## config.mk

```make
export PLATFORM = sky130hd
export DESIGN_NAME = edge2en_multi
export DESIGN_NICKNAME = d
export VERILOG_FILES = /design/src/rtl/edge2en_multi.sv
export SDC_FILE = /design/constraint.sdc
export NUM_CORES = 1
export LEC_CHECK = 0
export BUFFER_PORTS_ARGS = -buffer_cell sky130_fd_sc_hd__buf_2
export CORE_ASPECT_RATIO = 1.1
export CORE_MARGIN = 5
export CORE_UTILIZATION = 45
export DETAILED_ROUTE_END_ITERATION = 12
export PLACE_DENSITY = 0.71
export SKIP_LAST_GASP = 1
export SYNTH_ARGS = -nofsm -noshare
export SYNTH_HDL_FRONTEND = slang
export SYNTH_SLANG_ARGS = --single-unit
```

## constraint.sdc

```tcl
create_clock -name clk_in -period 1.5 [get_ports clk_in]
set_input_delay 0.225 -clock clk_in [delete_from_list [all_inputs] [get_ports clk_in]]
set_output_delay 0.225 -clock clk_in [all_outputs]
set_load 0.02 [all_outputs]
```

## src/rtl/edge2en_multi.sv

```systemverilog
// edge2en_multi: multi-channel edge-to-enable converter.
// Per channel: synchroniser, stable-count glitch filter, one-cycle rising and
// falling pulses, and a sticky mode-selected event flag with clear.
// irq_out is the OR of all event flags.
module edge2en_multi #(
  parameter int CH          = 4,
  parameter int SYNC_STAGES = 2,
  parameter int FILT_CYC    = 4
) (
  input  logic            clk_in,
  input  logic            rst_in,
  input  logic [CH-1:0]   edge_in,
  input  logic [2*CH-1:0] mode_in,
  input  logic [CH-1:0]   clr_in,
  output logic [CH-1:0]   level_out,
  output logic [CH-1:0]   rising_out,
  output logic [CH-1:0]   falling_out,
  output logic [CH-1:0]   event_out,
  output logic            irq_out
);

  localparam int            CW      = $clog2(FILT_CYC) + 1;
  localparam logic [CW-1:0] CNT_MAX = CW'(FILT_CYC - 1);

  logic [SYNC_STAGES-1:0][CH-1:0] sync_q, sync_d;
  logic [CH-1:0][CW-1:0]          cnt_q, cnt_d;
  logic [CH-1:0]                  level_q, level_d;
  logic [CH-1:0]                  level_dly_q, level_dly_d;
  logic [CH-1:0]                  event_q, event_d;
  logic [CH-1:0]                  sync_s;

  // Last synchroniser stage is the only point the filter may look at.
  assign sync_s = sync_q[SYNC_STAGES-1];

  // Shift each channel's raw input down its synchroniser chain.
  always_comb begin
    // NOTE: every always_comb target gets a default before any branch, so no
    // path can leave it unassigned and infer a latch.
    sync_d    = sync_q;
    sync_d[0] = edge_in;
    for (int s = 1; s < SYNC_STAGES; s++) begin
      sync_d[s] = sync_q[s-1];
    end
  end

  // Glitch filter: a new level must persist FILT_CYC consecutive cycles;
  // any return to the current level discards the partial count.
  always_comb begin
    cnt_d   = cnt_q;
    level_d = level_q;
    for (int i = 0; i < CH; i++) begin
      if (sync_s[i] == level_q[i]) begin
        cnt_d[i] = '0;
      end else if (cnt_q[i] == CNT_MAX) begin
        level_d[i] = sync_s[i];
        cnt_d[i]   = '0;
      end else begin
        cnt_d[i] = cnt_q[i] + CW'(1);
      end
    end
  end

  // One-cycle-delayed copy of the filtered level for edge detection.
  always_comb begin
    level_dly_d = level_q;
  end

  // Sticky event flag: an enabled edge sets it and wins over a same-cycle clear.
  always_comb begin
    event_d = event_q;
    for (int i = 0; i < CH; i++) begin
      if ((mode_in[2*i] & rising_out[i]) | (mode_in[2*i+1] & falling_out[i])) begin
        event_d[i] = 1'b1;
      end else if (clr_in[i]) begin
        event_d[i] = 1'b0;
      end
    end
  end

  // State registers. Release of rst_in is expected to be synchronous to
  // clk_in already (handled by the upstream reset generator).
  always_ff @(posedge clk_in or posedge rst_in) begin
    if (rst_in) begin
      // NOTE: the synchroniser chain is reset too, so no stale pre-reset
      // level can leak into the filter after release.
      sync_q      <= '0;
      cnt_q       <= '0;
      level_q     <= '0;
      level_dly_q <= '0;
      event_q     <= '0;
    end else begin
      // NOTE: non-blocking assignments so every flop samples pre-edge values.
      sync_q      <= sync_d;
      cnt_q       <= cnt_d;
      level_q     <= level_d;
      level_dly_q <= level_dly_d;
      event_q     <= event_d;
    end
  end

  // Outputs are decoded from flops only; pulses are not gated by mode_in.
  assign level_out   = level_q;
  assign rising_out  = level_q & ~level_dly_q;
  assign falling_out = ~level_q & level_dly_q;
  assign event_out   = event_q;
  assign irq_out     = |event_q;

endmodule

```

==> run summary <==
TIMING
--------------------------------------------------------------------------------
RSZ-0062 raised after global routing                                         yes
Final hold violation count                                                     0
Period utilization                                                          108%
Achievable Freq                                                          619 MHz
Slew Limit Headroom                                                        75.0%
Worst-case hold slack                                                   0.123 ns
Min setup slack post-route                                             -0.116 ns
Minimum period implied by the final worst setup slack                    1.62 ns
Number of pins exceeding their max-slew limit in the final report              0
Measured slew at the worst slew-check pin                               0.375 ns
Setup Viol. Count Final                                                        1
Clock tree skew after final layout                                    0.00686 ns

YOSYS
--------------------------------------------------------------------------------
Seq/Total Area, Yosys                                                      67.9%
Share of cell area taken by muxes after synthesis                          3.82%
Count of state elements after synthesis                                       32
Synth Cell Area                                                         1180 µm²
Syn_area_per_cell                                                       15.1 µm²
Distinct cells, synth                                                         12
Post-Synthesis Cells                                                          78
Main combinational cell family by area after synthesis              simple AND/OR/NAND/NOR gates
Net Count, Synth                                                             100
Synthesis warning total                                                        0
Share of the synthesized netlist area taken by xor and xnor gates          2.97%
Share of the synthesized area in compound gates (AO/OA/AOI/OAI)            3.39%
Adder-cell share of the synthesized area                                   4.24%
Simple logic cell fraction of the synthesized area                         17.4%

MIN PATH
--------------------------------------------------------------------------------
Hold Path Class                                                     input port to flip-flop

ROUTE
--------------------------------------------------------------------------------
DRC violation count after routing                                              0
Top layer reached by signal wires                                           met4
Post-Route WL                                                            1930 µm
Detailed-route vias per instance                                            4.86
1st-pass router iterations                                                     2
M1 WL                                                                     704 µm
Number of DRC markers after the initial detailed-route iteration              17
Detail Route Antenna Nets                                                      0
DR vias                                                                      778
Average wire per cell in the routed design                               12.1 µm
Total met3 wirelength after detailed routing                              171 µm
Total met2 wirelength after detailed routing                              994 µm

CELLS AND AREA
--------------------------------------------------------------------------------
Post-synthesis to final-layout area growth                                 31.8%
Final layout net count                                                       150
Non-filler cells in the finished layout                                      160
Number of filler instances in the final layout                               211
Utilization of the core after routing                                      61.7%
Final antenna diode count                                                      0
Fraction of final layout cells sized beyond drive strength 1               42.6%

WORST SETUP PATH
--------------------------------------------------------------------------------
CP Launch Type                                                         flip-flop
Dominant delay contributor by cell family on the critical path      simple AND/OR/NAND/NOR gates
CP max-delay cell                                                   sky130_fd_sc_hd__or4_1
Buffers & Inverters on Critical Path                                           1
Required time of the critical path                                       1.27 ns
Cell-by-cell listing of the critical path                           or4_1, buf_6
Register-to-register setup slack                                         0.32 ns
Startpoint-to-endpoint class of the critical path                   flip-flop to primary output
Critical Path Fanout Max                                                       2
Maximum single-stage delay on the critical path                          0.53 ns
Sort of element at the end of the critical path                     primary output
WP data arrival                                                          1.39 ns

FLOORPLAN
--------------------------------------------------------------------------------
Placement row count                                                           19
Horizontal die dimension                                                 58.8 µm
Core region area                                                        2520 µm²
Die span in y                                                            63.7 µm
Initial standard-cell utilization of the core                              46.8%
Area enclosed by the die boundary                                       3750 µm²
Top-level I/O count                                                           35

PWR
--------------------------------------------------------------------------------
Power Density                                                        1990 nW/µm²
Largest voltage drop on the vdd net                                      1.35 mV
Leakage component of the power                                          0.770 nW

CTS
--------------------------------------------------------------------------------
TritonCTS sink count                                                          32
CTS tree                                                                   built
CTS max path bufs                                                              2
Worst-path clk slew                                                      0.10 ns
Root Driver                                                         sky130_fd_sc_hd__clkbuf_4
Number of buffers created by CTS                                               5
Number of H-tree levels                                                        2
Insertion delay of the later-clocked pin in the worst-skew pair          0.33 ns

GRT
--------------------------------------------------------------------------------
Wire length of the first global-routing pass                             3350 µm
Number of antenna violations at the first check in global routing              0
Maximum number of pins on one net before global-route repair                  33
Total routing usage reported by global routing                             12.4%
Via count of the first global-routing pass                                   782
Grt ovf                                                                        0

PLACE
--------------------------------------------------------------------------------
Final Wtd Congestion                                                       0.695
Cells after DPL                                                              144
Input/output buffers                                                          34
Post-detail-place hpwl                                                   1470 µm

OUTCOME
--------------------------------------------------------------------------------
Result of the run                                                   complete, but fails checks
Violations in the final reports                                     setup timing

JOB
--------------------------------------------------------------------------------
Max-cap violations                                                             0

-- Yosys cell counts, drive strengths merged --
library cell   n  area [µm²]
inv            1        3.75
xnor2          4        35.0
dfrtp         32         801
nor2b         16         118
ha             4        50.1
nor3           4        20.0
a221o          4        40.0
mux2           4        45.0
or4            1        7.51
nor3b          8        60.1
-- through the flow --
step,cell area [µm²],total power [mW],worst slack (ns),setup TNS (ns)
floorplan,1180,2.07,0.183,0
global placement,1400,2.39,0.253,0
detailed placement,1400,2.44,0.242,0
CTS,1540,3.13,-0.133,-0.133
global route,1560,3.32,-0.163,-0.163
finish,1560,3.10,-0.116,-0.116
-- registers in the layout, summed over array words and instances, names as in the netlist --
signal       cells
sync_s           4
event_out        4
sync_d           4
level_out        4
level_dly_q      4
cnt_q           12
-- cells in the final DEF, fill, tap and decap left out --
cell type / instances
sky130_fd_sc_hd__ha_1: 4
sky130_fd_sc_hd__nor2b_4: 1
sky130_fd_sc_hd__dlygate4sd3_1: 5
sky130_fd_sc_hd__buf_4: 4
sky130_fd_sc_hd__bufinv_16: 1
sky130_fd_sc_hd__clkinv_2: 1
sky130_fd_sc_hd__mux2_2: 4
sky130_fd_sc_hd__xnor2_1: 4
sky130_fd_sc_hd__nor3b_1: 8
sky130_fd_sc_hd__nor2b_2: 4
sky130_fd_sc_hd__nor3_1: 4
sky130_fd_sc_hd__or4_1: 1
sky130_fd_sc_hd__clkbuf_4: 5
sky130_fd_sc_hd__buf_2: 33
sky130_fd_sc_hd__a221o_1: 4
sky130_fd_sc_hd__clkinvlp_4: 1
sky130_fd_sc_hd__dfrtp_1: 32
sky130_fd_sc_hd__nor2b_1: 11
sky130_fd_sc_hd__buf_6: 1
sky130_fd_sc_hd__inv_1: 1
-- routing by layer --
metal,up-vias,GRT usage (%)
li1,374,-
met1,371,13.2
met2,26,19.8
met3,7,4.49
met4,0,9.35
met5,-,0
-- cell families (layout without fill, tap and decap cells) --
logic type      Yosys count  after routing
simple gates             29             29
fa+ha+maj                 4              4
mux                       4              4
xor+xnor                  4              4
buf+inv                   1             52
compound gates            4              4
flops                    32             32
-- final timing paths --
path / startpoint / depth (start not counted) / endpoint
min reg2reg: sync_d[4] / 0 / sync_s[0]
max: event_out[1] / 2 / irq_out
min in group asynchronous: rst_in / 4 / cnt_q[5]
min: mode_in[4] / 2 / event_out[2]
max reg2reg: cnt_q[6] / 3 / level_out[2]
max in group asynchronous: rst_in / 4 / level_dly_q[3]
-- cell type report --
type	instances	area, µm²	share of cell area [%]
flip-flops and latches	32	801	51.5
multi-input cells	45	375	24.1
repair buffers	43	256	16.5
clock inverters	3	42.5	2.74
well taps	31	38.8	2.49
clock buffers	5	37.5	2.41
inverters	1	3.75	0.241
-- power by group --
part           leakage, nW  internal (mW)  switching, mW
clock network       0.0412          0.347          0.281
logic                0.330          0.556          0.616
registers            0.398           1.12          0.180
total                0.770           2.02           1.08
-- repair_timing --
action | 4_1_cts | 5_1_grt
resized for setup | 1 | 1
setup buffers | 2 | 1
setup endpoints to repair | 1 | 1
hold buffers | 5 | 0
endpoints found under the hold margin | 36 | 0
No activity file was read; power rests on OpenSTA's default activity.
